`config.mk`:
```
export PLATFORM = sky130hd
export DESIGN_NAME = sdf_combine_n_flat
export DESIGN_NICKNAME = d
export VERILOG_FILES = /design/src/rtl/sdf_combine_n_if.sv /design/src/rtl/sdf_combine_n.sv /design/src/flat_wrapper.sv
export SDC_FILE = /design/constraint.sdc
export NUM_CORES = 1
export LEC_CHECK = 0
export BUFFER_PORTS_ARGS = -buffer_cell sky130_fd_sc_hd__buf_2
export CAP_MARGIN = 20
export CORE_MARGIN = 8
export CORE_UTILIZATION = 58
export DETAILED_ROUTE_END_ITERATION = 12
export PLACE_DENSITY = 0.82
export SYNTH_ARGS = -nofsm -noshare
export SYNTH_HDL_FRONTEND = slang
export SYNTH_SLANG_ARGS = --single-unit
```
`constraint.sdc`:
```
create_clock -name clk -period 4 [get_ports clk]
set_clock_uncertainty 0.15 [all_clocks]
set_input_delay 0.4 -clock clk [delete_from_list [all_inputs] [get_ports clk]]
set_output_delay 0.4 -clock clk [all_outputs]
set_load 0.05 [all_outputs]
```
`src/rtl/sdf_combine_n_if.sv`:
```
// sdf_combine_n_if: primitive distances, operator config and combined
// scene-distance output of the N-input SDF combiner.
interface sdf_combine_n_if #(
    parameter int NUM_INPUTS = 4,
    parameter int DW         = 27
);
    logic                     i_valid;
    logic [NUM_INPUTS*DW-1:0] i_dist;
    logic                     cfg_we;
    logic [2:0]               cfg_idx;
    logic [1:0]               cfg_op;
    logic                     cfg_commit;
    logic                     o_valid;
    logic [DW-1:0]            o_dist;
    logic                     o_idle;
    logic [2*NUM_INPUTS-1:0]  o_active_ops;

    modport master (
        output i_valid, i_dist, cfg_we, cfg_idx, cfg_op, cfg_commit,
        input  o_valid, o_dist, o_idle, o_active_ops
    );

    modport slave (
        input  i_valid, i_dist, cfg_we, cfg_idx, cfg_op, cfg_commit,
        output o_valid, o_dist, o_idle, o_active_ops
    );
endinterface

```
`src/rtl/sdf_combine_n.sv`:
```
// sdf_combine_n: delay-aligns N primitive distances and folds them
// left-to-right through a registered union/intersect/difference chain.
module sdf_combine_n #(
    parameter int                      NUM_INPUTS = 4,
    parameter int                      DW         = 27,
    parameter logic [8*NUM_INPUTS-1:0] LAT_VEC    = {8'd11, 8'd9, 8'd11, 8'd9}
) (
    input  logic           clk,
    input  logic           rst_n,
    sdf_combine_n_if.slave bus
);
    function automatic int max_lat_f(input logic [8*NUM_INPUTS-1:0] v);
        int m;
        m = 0;
        for (int k = 0; k < NUM_INPUTS; k++)
            if (int'(v[8*k +: 8]) > m) m = int'(v[8*k +: 8]);
        return m;
    endfunction

    localparam int MAX_LAT = max_lat_f(LAT_VEC);
    localparam int NS      = NUM_INPUTS - 1;
    localparam int OPW     = 2 * NS;

    // Slice k must reach chain stage k in the same cycle as its sample.
    function automatic int dly_f(input int k);
        int d;
        d = MAX_LAT - int'(LAT_VEC[8*k +: 8]);
        if (k >= 1) d = d + k - 1;
        return d;
    endfunction

    // Sign-magnitude less-than; +0 and -0 compare equal.
    function automatic logic f_lt(input logic [DW-1:0] a,
                                  input logic [DW-1:0] b);
        if (a[DW-2:0] == '0 && b[DW-2:0] == '0) return 1'b0;
        if (a[DW-1] != b[DW-1]) return a[DW-1];
        if (!a[DW-1]) return a[DW-2:0] < b[DW-2:0];
        return a[DW-2:0] > b[DW-2:0];
    endfunction

    // Ties keep the accumulator.
    function automatic logic [DW-1:0] f_op(input logic [1:0]    op,
                                           input logic [DW-1:0] acc,
                                           input logic [DW-1:0] d);
        logic [DW-1:0] nd;
        logic [DW-1:0] r;
        nd = {~d[DW-1], d[DW-2:0]};
        case (op)
            2'b01:   r = f_lt(d, acc) ? d : acc;
            2'b10:   r = f_lt(acc, d) ? d : acc;
            2'b11:   r = f_lt(acc, nd) ? nd : acc;
            default: r = acc;
        endcase
        return r;
    endfunction

    logic            vld_a;
    logic            line_busy;
    logic [DW-1:0]   d_al   [NUM_INPUTS];
    logic [OPW-1:0]  shd_q, shd_d;
    logic [OPW-1:0]  act_q, act_d;
    logic [DW-1:0]   acc_q  [NS];
    logic [NS-1:0]   vld_q;
    logic [OPW-1:0]  tag_q  [NS];
    logic [DW-1:0]   in_acc [NS];
    logic [NS-1:0]   in_vld;
    logic [OPW-1:0]  in_tag [NS];

    generate
        if (MAX_LAT == 0) begin : g_vnone
            assign vld_a     = bus.i_valid;
            assign line_busy = 1'b0;
        end else begin : g_vline
            logic [MAX_LAT-1:0] line_q;
            // Carry the entry strobe to the aligned cycle.
            always_ff @(posedge clk or negedge rst_n) begin
                if (!rst_n) begin
                    line_q <= '0;
                end else begin
                    line_q[0] <= bus.i_valid;
                    for (int j = 1; j < MAX_LAT; j++)
                        line_q[j] <= line_q[j-1];
                end
            end
            assign vld_a     = line_q[MAX_LAT-1];
            assign line_busy = |line_q;
        end

        for (genvar k = 0; k < NUM_INPUTS; k++) begin : g_dly
            localparam int D = dly_f(k);
            if (D == 0) begin : g_wire
                assign d_al[k] = bus.i_dist[k*DW +: DW];
            end else begin : g_reg
                logic [DW-1:0] q [D];
                // Pad the faster primitives up to their chain stage.
                always_ff @(posedge clk or negedge rst_n) begin
                    if (!rst_n) begin
                        for (int j = 0; j < D; j++) q[j] <= '0;
                    end else begin
                        q[0] <= bus.i_dist[k*DW +: DW];
                        for (int j = 1; j < D; j++) q[j] <= q[j-1];
                    end
                end
                assign d_al[k] = q[D-1];
            end
        end
    endgenerate

    // Shadow write (slot 0 and out-of-range ignored); commit sees it.
    always_comb begin
        shd_d = shd_q;
        if (bus.cfg_we && bus.cfg_idx != 3'd0 &&
            int'(bus.cfg_idx) < NUM_INPUTS)
            shd_d[2*(int'(bus.cfg_idx) - 1) +: 2] = bus.cfg_op;
        act_d = bus.cfg_commit ? shd_d : act_q;
    end

    // Shadow and active op registers.
    always_ff @(posedge clk or negedge rst_n) begin
        if (!rst_n) begin
            shd_q <= {NS{2'b01}};
            act_q <= {NS{2'b01}};
        end else begin
            shd_q <= shd_d;
            act_q <= act_d;
        end
    end

    // Stage 0 is combinational; tags shift so [1:0] is always next op.
    always_comb begin
        in_acc[0] = d_al[0];
        in_vld    = '0;
        in_vld[0] = vld_a;
        in_tag[0] = act_q;
        for (int k = 1; k < NS; k++) begin
            in_acc[k] = acc_q[k-1];
            in_vld[k] = vld_q[k-1];
            in_tag[k] = tag_q[k-1] >> 2;
        end
    end

    // Registered fold stages; distances hold when no sample passes.
    always_ff @(posedge clk or negedge rst_n) begin
        if (!rst_n) begin
            vld_q <= '0;
            for (int k = 0; k < NS; k++) begin
                acc_q[k] <= '0;
                tag_q[k] <= '0;
            end
        end else begin
            vld_q <= in_vld;
            for (int k = 0; k < NS; k++) begin
                tag_q[k] <= in_tag[k];
                if (in_vld[k])
                    acc_q[k] <= f_op(in_tag[k][1:0], in_acc[k], d_al[k+1]);
            end
        end
    end

    assign bus.o_valid      = vld_q[NS-1];
    assign bus.o_dist       = acc_q[NS-1];
    assign bus.o_idle       = ~(line_busy | (|vld_q));
    assign bus.o_active_ops = {act_q, 2'b00};
endmodule

```
`src/flat_wrapper.sv`:
```
// flat-port wrapper written by rule: the top's interface ports become plain ports
module sdf_combine_n_flat 
#(
    parameter int                      NUM_INPUTS = 4,
    parameter int                      DW         = 27,
    parameter logic [8*NUM_INPUTS-1:0] LAT_VEC    = {8'd11, 8'd9, 8'd11, 8'd9}
)
  (clk, rst_n, bus_i_valid, bus_i_dist, bus_cfg_we, bus_cfg_idx, bus_cfg_op, bus_cfg_commit, bus_o_valid, bus_o_dist, bus_o_idle, bus_o_active_ops);
  sdf_combine_n_if #(.NUM_INPUTS(NUM_INPUTS), .DW(DW)) bus_i ();
  input  logic clk;
  input  logic rst_n;
  input wire logic [$bits(bus_i.i_valid)-1:0] bus_i_valid;
  input wire logic [$bits(bus_i.i_dist)-1:0] bus_i_dist;
  input wire logic [$bits(bus_i.cfg_we)-1:0] bus_cfg_we;
  input wire logic [$bits(bus_i.cfg_idx)-1:0] bus_cfg_idx;
  input wire logic [$bits(bus_i.cfg_op)-1:0] bus_cfg_op;
  input wire logic [$bits(bus_i.cfg_commit)-1:0] bus_cfg_commit;
  output wire logic [$bits(bus_i.o_valid)-1:0] bus_o_valid;
  output wire logic [$bits(bus_i.o_dist)-1:0] bus_o_dist;
  output wire logic [$bits(bus_i.o_idle)-1:0] bus_o_idle;
  output wire logic [$bits(bus_i.o_active_ops)-1:0] bus_o_active_ops;
  assign bus_i.i_valid = bus_i_valid;
  assign bus_i.i_dist = bus_i_dist;
  assign bus_i.cfg_we = bus_cfg_we;
  assign bus_i.cfg_idx = bus_cfg_idx;
  assign bus_i.cfg_op = bus_cfg_op;
  assign bus_i.cfg_commit = bus_cfg_commit;
  assign bus_o_valid = bus_i.o_valid;
  assign bus_o_dist = bus_i.o_dist;
  assign bus_o_idle = bus_i.o_idle;
  assign bus_o_active_ops = bus_i.o_active_ops;
  sdf_combine_n #(.NUM_INPUTS(NUM_INPUTS), .DW(DW), .LAT_VEC(LAT_VEC)) u_core (.clk(clk), .rst_n(rst_n), .bus(bus_i));
endmodule
```
==> results of run 1 <==
==> repair_timing <==
action	4_1_cts	5_1_grt
hold buffers	89	0
endpoints found under the hold margin	189	0
setup endpoints to repair	0	0
buffers inserted	0	0
gates resized for setup	0	0
==> flip-flops by register name (all words and copies together), names as in the netlist <==
name and cells:
u_core.g_dly.g_reg.q 108, u_core.d_al 81, u_core.acc_q 54, u_core.bus.o_dist 27, u_core.g_vline.line_q 11, u_core.act_q 6, u_core.in_tag 6, u_core.shd_q 6
u_core.vld_q 3
==> cells in the final DEF, fill, tap and decap left out, types with 13 or more instances in the layout <==
| cell | Yosys | routed |
|---|---|---|
| dfrtp_1 | 296 | 296 |
| buf_2 | 3 | 151 |
| inv_1 | 89 | 89 |
| dlygate4sd3_1 | 0 | 89 |
| a21oi_1 | 87 | 87 |
| ha_1 | 84 | 84 |
| o21ai_0 | 67 | 67 |
| nor2_1 | 66 | 66 |
| a31oi_1 | 52 | 52 |
| nor4_1 | 47 | 47 |
| nand2_1 | 37 | 37 |
| clkbuf_16 | 0 | 31 |
| mux2i_1 | 26 | 26 |
| a22oi_1 | 25 | 25 |
| nand4_1 | 23 | 23 |
| mux2_2 | 13 | 13 |
==> synth_stat cells, types with 5 or more instances <==
| cell | count | area, sq um |
|---|---|---|
| a31oi_1 | 52 | 325 |
| mux2i_1 | 26 | 260 |
| inv_1 | 89 | 334 |
| dfstp_2 | 6 | 158 |
| nor4_1 | 47 | 294 |
| nand4_1 | 23 | 144 |
| ha_1 | 84 | 1050 |
| nand2_1 | 37 | 139 |
| o21ai_0 | 67 | 335 |
| a21oi_1 | 87 | 435 |
| mux2_2 | 13 | 146 |
| nand3_1 | 12 | 60.1 |
| a22oi_1 | 25 | 188 |
| nand2b_1 | 6 | 37.5 |
| clkbuf_1 | 31 | 116 |
| dfrtp_1 | 296 | 7410 |
| nor2_1 | 66 | 248 |
| xnor2_1 | 5 | 43.8 |
| buf_4 | 35 | 263 |
==> logic make-up (layout without fill, tap and decap cells) <==
kind of cell               after synthesis  count (layout)
and+or+nand+nor                        212             212
DFF                                    302             302
buffers and inverters                  164             402
adders and majority gates               84              84
other                                    1               3
xor gates and xnor gates                 6               6
AOI/OAI and AO/OA                      263             263
muxes                                   39              39
==> power breakdown <==
part	internal (W)	total, W	switching, W
logic	0.000521	0.00146	0.000943
registers	0.00335	0.00358	0.000236
clock network	0.00192	0.00308	0.00116
==> how the worst min path moves through the flow <==
stage,from,endpoint,slack [ps],cells after the start
3_5_place_dp,u_core.g_dly[2].g_reg.q[34],u_core.d_al[34],180,0
4_1_cts,bus_i_dist[39],u_core.acc_q[66],4,3
6_report,bus_i_dist[33],u_core.acc_q[60],30,3
2_1_floorplan,rst_n,u_core.acc_q[27],-50,0
3_3_place_gp,u_core.g_dly[2].g_reg.q[38],u_core.d_al[38],180,0
5_1_grt,bus_i_dist[51],u_core.acc_q[78],40,3
==> critical path, stage by stage <==
cell	delay (ps)
dlygate4sd3_1	530
buf_2	140
inv_1	50
ha_1	300
nand4_1	170
nor4_1	620
o311ai_1	230
o21ai_0	150
o21a_1	280
o221ai_2	290
buf_8	250
a31oi_1	360
a22oi_1	120
==> per-layer routing <==
| metal | GRT usage | share of wire | vias up |
|---|---|---|---|
| met5 | 0 | 0 | - |
| li1 | - | - | 4223 |
| met3 | 0.0490 | 0.082 | 140 |
| met2 | 0.417 | 0.49 | 486 |
| met1 | 0.300 | 0.37 | 4571 |
| met4 | 0.129 | 0.057 | 0 |
==> per-stage QoR <==
stage | total power (W) | cells
final | 0.00812 | 1586
after global routing | 0.00845 | 1586
after CTS | 0.00815 | 1584
after detailed placement | 0.00499 | 1441
after global placement | 0.00493 | 1440
after floorplan | 0.00462 | 1072
==> final cells by class <==
class | count | share of cell area
Sequential cell | 302 | 0.492
Multi-Input combinational cell | 606 | 0.272
Timing Repair Buffer | 257 | 0.119
Clock buffer | 37 | 0.0539
Tap cell | 275 | 0.0224
Inverter | 91 | 0.0222
Clock inverter | 17 | 0.0177
Antenna cell | 1 | 0.000163
==> metrics.csv, run 1 <==
stage,metric,value,unit
status,run_status,"complete, no violations",
critical_path,r2r_slack,400,ps
die,ios,155,
critical_path,endpoint,u_core.acc_q[71],
clock_tree,cts_buffers,30,
die,die_height,163,um
global_route,antenna_found_initial,1,
die,die_w,163,um
die,std_cell_rows,53,
sta,final-hold-violation-count,0,
global_route,grt_pass1_vias,10000,
critical_path,r2r_end,u_core.acc_q[30],
sta,relSlewSlack,0.370,
sta,finalSetupViolations,0,
place,post-place-ws,158,ps
synth,ys_seq_area_frac,0.604,
power,vdd_drop_max,418,uV
synth,synth_flop_cell,dfrtp_1,
critical_path,arrival,3900,ps
synth,synth_top_family_by_area,compound AO/OA/AOI/OAI gates,
die,die_area,0.0265,sq mm
clock_tree,htreeDepth,1,
critical_path,setup.worst_path.start,bus_i_dist[50],
layout,final_net_count,1490,
synth,synth_cell_type_count,64,
route,wl,32400,um
critical_path,rr_worst_depth,12,
global_route,grt_util_all_layers,0.248,
clock_tree,cts_tree,done,
place,place.detailed.hpwl,21800,um
layout,final_layout_size_suffix_gt1_frac,0.192,
sta,period_minus_slack,3670,ps
place,place_area,0.0134,sq mm
die,core-area,0.0211,sq mm
critical_path,r2r_start,u_core.acc_q[64],
synth,yosys.area_share.simple,0.0861,
layout,fillerInstances,1413,
synth,syn_inst,1071,
route,drt_iter0_markers,823,
route,drt-pass1-iter-count,7,
global_route,gr-total-overflow,0,
critical_path,crit_fanout,17,
route,drc,0,
synth,yosysWarnings,0,
layout,area_growth,22.8,%
sta,fmax,0.272,GHz
place,portBuffers,152,
sta,whs,31.3,ps
critical_path,required,4230,ps
critical_path,cp-end-kind,flip-flop,
global_route,grt_max_degree,107,
clock_tree,clk_pin_slew,70,ps
synth,synth_xor_area_frac,0.00420,
critical_path,critPathKind,in2reg,
sta,tightest_slew,945,ps
job,drv_cap,0,
layout,seq_area,0.00756,sq mm
power,p_per_area,528,mW/mm^2
sta,setup_tns,0,ps
place,place_congestion,0.968,
clock_tree,root_buffer,clkbuf_16,
route,viasPerCell,5.94,
synth,async_reset_ff_frac,1.00,
route,vias,9420,
synth,muxShareOfSynthArea,0.0325,
sta,post-route-period-util,0.918,
sta,rsz0062_at_grt,no,
synth,synthAdderAreaFrac,0.0840,
sta,fin_ws,328,ps
synth,synth-compound-area-share,0.126,
global_route,grt_pass1_wl,52400,um
layout,multi_input_area,0.00419,sq mm
clock_tree,cts_sinks,302,
route,postRouteAntennaNets,0,
hold_path,worstHoldPathType,in2reg,
power,p_leak,7.05,nW
layout,stdcell_area,0.0154,sq mm
layout,fin_util,0.729,
synth,syn-mean-instance-area,11.7,sq um
synth,synth-edff-count,0,
clock_tree,clk_latency,560,ps
synth,syn_area,0.0125,sq mm
clock_tree,clockBufferDepth,3,
synth,synth_seq_cells,302,
die,start_util,0.594,
critical_path,worstSetupStartpointType,primary input,
sta,slew_viol_final,0,
route,wl_per_cell,20.4,um
No activity file was read; power rests on OpenSTA's default activity.
==> run 2, diff against run 1 <==
Settings changed: CORE_UTILIZATION 58 to 60, CTS_BUF_LIST from default to sky130_fd_sc_hd__clkbuf_4, PLACE_DENSITY 0.82 to 0.84.
==> run 2 against run 1 <==
  * Final cell count rose by 5.9%
  * Largest power group unchanged
  * First-iteration DRC count fell by 2.4%
  * Count of clock-buffer cells in the layout rose by 76
  * Sequential power barely moved
  * Register-to-register slack improved by 170 ps
  * Die area fell by 3.0%
  * Maximum frequency rose by 6.9%
  * Sequential cell count did not move
  * Critical path type is now reg2reg
  * Non-clock buffer count rose by 19
==> metrics.csv, run 2 (synthesis results as in run 1) <==
stage,metric,value,unit,change
job,drv_cap,0,,unchanged
critical_path,cp-end-kind,flip-flop,,
critical_path,worstSetupStartpointType,flip-flop,,
critical_path,cp_cell_sequence,ha_1 > nand4_1 > nor4_1 > o311ai_1 > o21ai_0 > o21a_1 > o221a_2 > o21ai_0 > a22oi_1,,
die,core-area,0.0208,sq mm,-1.6%
place,placed_cells,1438,,-0.21%
route,viasPerCell,5.80,,-2.3%
route,wl_per_cell,19.5,um,-4.8%
sta,slew_viol_final,0,,unchanged
global_route,gr-total-overflow,0,,unchanged
layout,top_register,u_core.g_dly.g_reg.q,,
layout,fillerInstances,1336,,-5.4%
power,pwr-share-seq,0.473,,+0.032
place,place_congestion,0.947,,-2.2%
layout,final_cells,1679,,+5.9%
global_route,grt_pass1_wl,52700,um,+0.63%
global_route,grt_max_degree,121,,+13%
critical_path,crit_buf_inv,0,,-4
critical_path,cpLargestDelayFamily,compound AO/OA/AOI/OAI gates,,
die,die_height,160,um,-1.5%
route,wl,32700,um,+0.81%
clock_tree,clk_latency,700,ps,+140 ps
clock_tree,cts_sinks,302,,unchanged
critical_path,crit_path_top_delay_cell,nor4_1,,
critical_path,required,4430,ps,+200 ps
die,die_w,160,um,-1.5%
die,start_util,0.603,,+0.00948
layout,final_net_count,1554,,+4.3%
power,clock_power_share,0.339,,-0.040
power,switching_power,0.00232,W,-0.68%
global_route,antenna_found_initial,1,,unchanged
power,p_leak,7.16,nW,+1.5%
clock_tree,htreeDepth,3,,+2
power,p_comb_frac,0.188,,+0.008
die,ios,155,,unchanged
route,vias,9745,,+3.5%
sta,post-route-period-util,0.858,,-0.0596
die,die_area,0.0257,sq mm,-3.0%
power,vdd_drop_max,366,uV,-12%
place,place.detailed.hpwl,22100,um,+1.2%
critical_path,crit_top_cell,o21ai_0,,
place,portBuffers,152,,unchanged
layout,stdcell_area,0.0154,sq mm,+0.20%
critical_path,max_stage_delay,600,ps,-20 ps
layout,mostFrequentLayoutCell,dfrtp_1,,
layout,layout_common_cells,"dfrtp_1, buf_2, clkbuf_4",,
route,postRouteAntennaNets,0,,unchanged
power,p_int,0.00527,W,-8.8%
route,drt-pass1-iter-count,9,,+2
clock_tree,cts_tree,done,,
critical_path,critPathKind,reg2reg,,
clock_tree,post-cts-setup-buffer-count,0,,unchanged
status,run_status,"complete, no violations",,
clock_tree,cts_buffers,75,,+150%
route,drt_iter0_markers,803,,-2.4%
clock_tree,clockBufferDepth,3,,unchanged
sta,whs,54.2,ps,+23.0 ps
sta,finalSetupViolations,0,,unchanged
sta,fin_ws,566,ps,+238 ps
sta,final-hold-violation-count,0,,unchanged
sta,period_minus_slack,3430,ps,-238 ps
clock_tree,cts.repair.resized,0,,unchanged
sta,setup_tns,0,ps,unchanged
critical_path,arrival,3870,ps,-30 ps
route,drc,0,,unchanged
clock_tree,root_buffer,clkbuf_4,,
clock_tree,clk_pin_slew,60,ps,about the same
hold_path,worstHoldPathType,in2reg,,
sta,rsz0062_at_grt,no,,
layout,area_growth,23.1,%,
layout,largest_register_ffs,108,,unchanged
layout,final_layout_size_suffix_gt1_frac,0.224,,+0.0322
sta,fmax,0.291,GHz,+6.9%
power,p_per_area,493,mW/mm^2,-6.7%
global_route,grt_util_all_layers,0.256,,+0.00830
place,post-place-ws,618,ps,+461 ps
power,swShare,0.306,,+0.0179
die,std_cell_rows,53,,unchanged
critical_path,crit_fanout,26,,+9
global_route,grt_pass1_vias,10300,,+2.7%
sta,relSlewSlack,0.407,,+0.0366
place,place_area,0.0133,sq mm,-0.32%
sta,tightest_slew,890,ps,-54.8 ps
run 2: power by group through the flow:
stage | Combinational, W | Sequential, W | Clock (W)
after global routing | 0.00156 | 0.00362 | 0.00280
after CTS | 0.00142 | 0.00359 | 0.00263
after detailed placement | 0.00133 | 0.00364 | 0
final | 0.00143 | 0.00360 | 0.00257
after global placement | 0.00128 | 0.00363 | 0
after floorplan | 0.00109 | 0.00353 | 0
run 2: layer usage:
layer / GRT usage / up-vias / wire length (um)
met2: 0.433 / 519 / 16400
met4: 0.141 / 0 / 1420
li1: - / 4394 / -
met3: 0.0699 / 126 / 2630
met5: 0 / - / 0
met1: 0.292 / 4706 / 12200
run 2: path summary, 6_finish.rpt:
| check | startpoint | end | slack [ps] | cells past startpoint |
|---|---|---|---|---|
| worst max-delay path | u_core.d_al[104] | u_core.acc_q[63] | 570 | 9 |
| worst min-delay path | bus_cfg_idx[0] | u_core.shd_q[5] | 50 | 3 |
| worst max register to register | u_core.d_al[104] | u_core.acc_q[63] | 570 | 9 |
| worst min register to register | u_core.g_dly[3].g_reg.q[34] | u_core.d_al[7] | 180 | 0 |
| max in group asynchronous | rst_n | u_core.acc_q[44] | 2480 | 3 |
| min in group asynchronous | rst_n | u_core.g_dly[3].g_reg.q[45] | 260 | 2 |
run 2: worst min-delay path: cells and delay by family:
family                 cells  cell delay (ps)
buffers and inverters      1              130
and+or+nand+nor            1              130
muxes                      1              180
run 2: what timing repair did:
item	4_1_cts	5_1_grt
setup endpoints to repair	0	0
hold buffers	112	0
endpoints found under the hold margin	231	0
run 2: metrics by stage:
stage / utilization / power [W]
3_5_place_dp: 0.642 / 0.00497
2_1_floorplan: - / 0.00462
6_report: 0.742 / 0.00760
3_3_place_gp: 0.642 / 0.00491
4_1_cts: 0.742 / 0.00763
5_1_grt: 0.742 / 0.00798
run 2: cell type report:
type	count	area, sq um	share of cell area
multi-input cells	606	4190	0.272
clock inverters	15	109	0.00707
well taps	275	344	0.0223
flip-flops and latches	302	7560	0.491
diodes	1	2.50	0.000162
inverters	91	342	0.0222
clock buffers	113	848	0.0551
repair buffers	276	2010	0.130
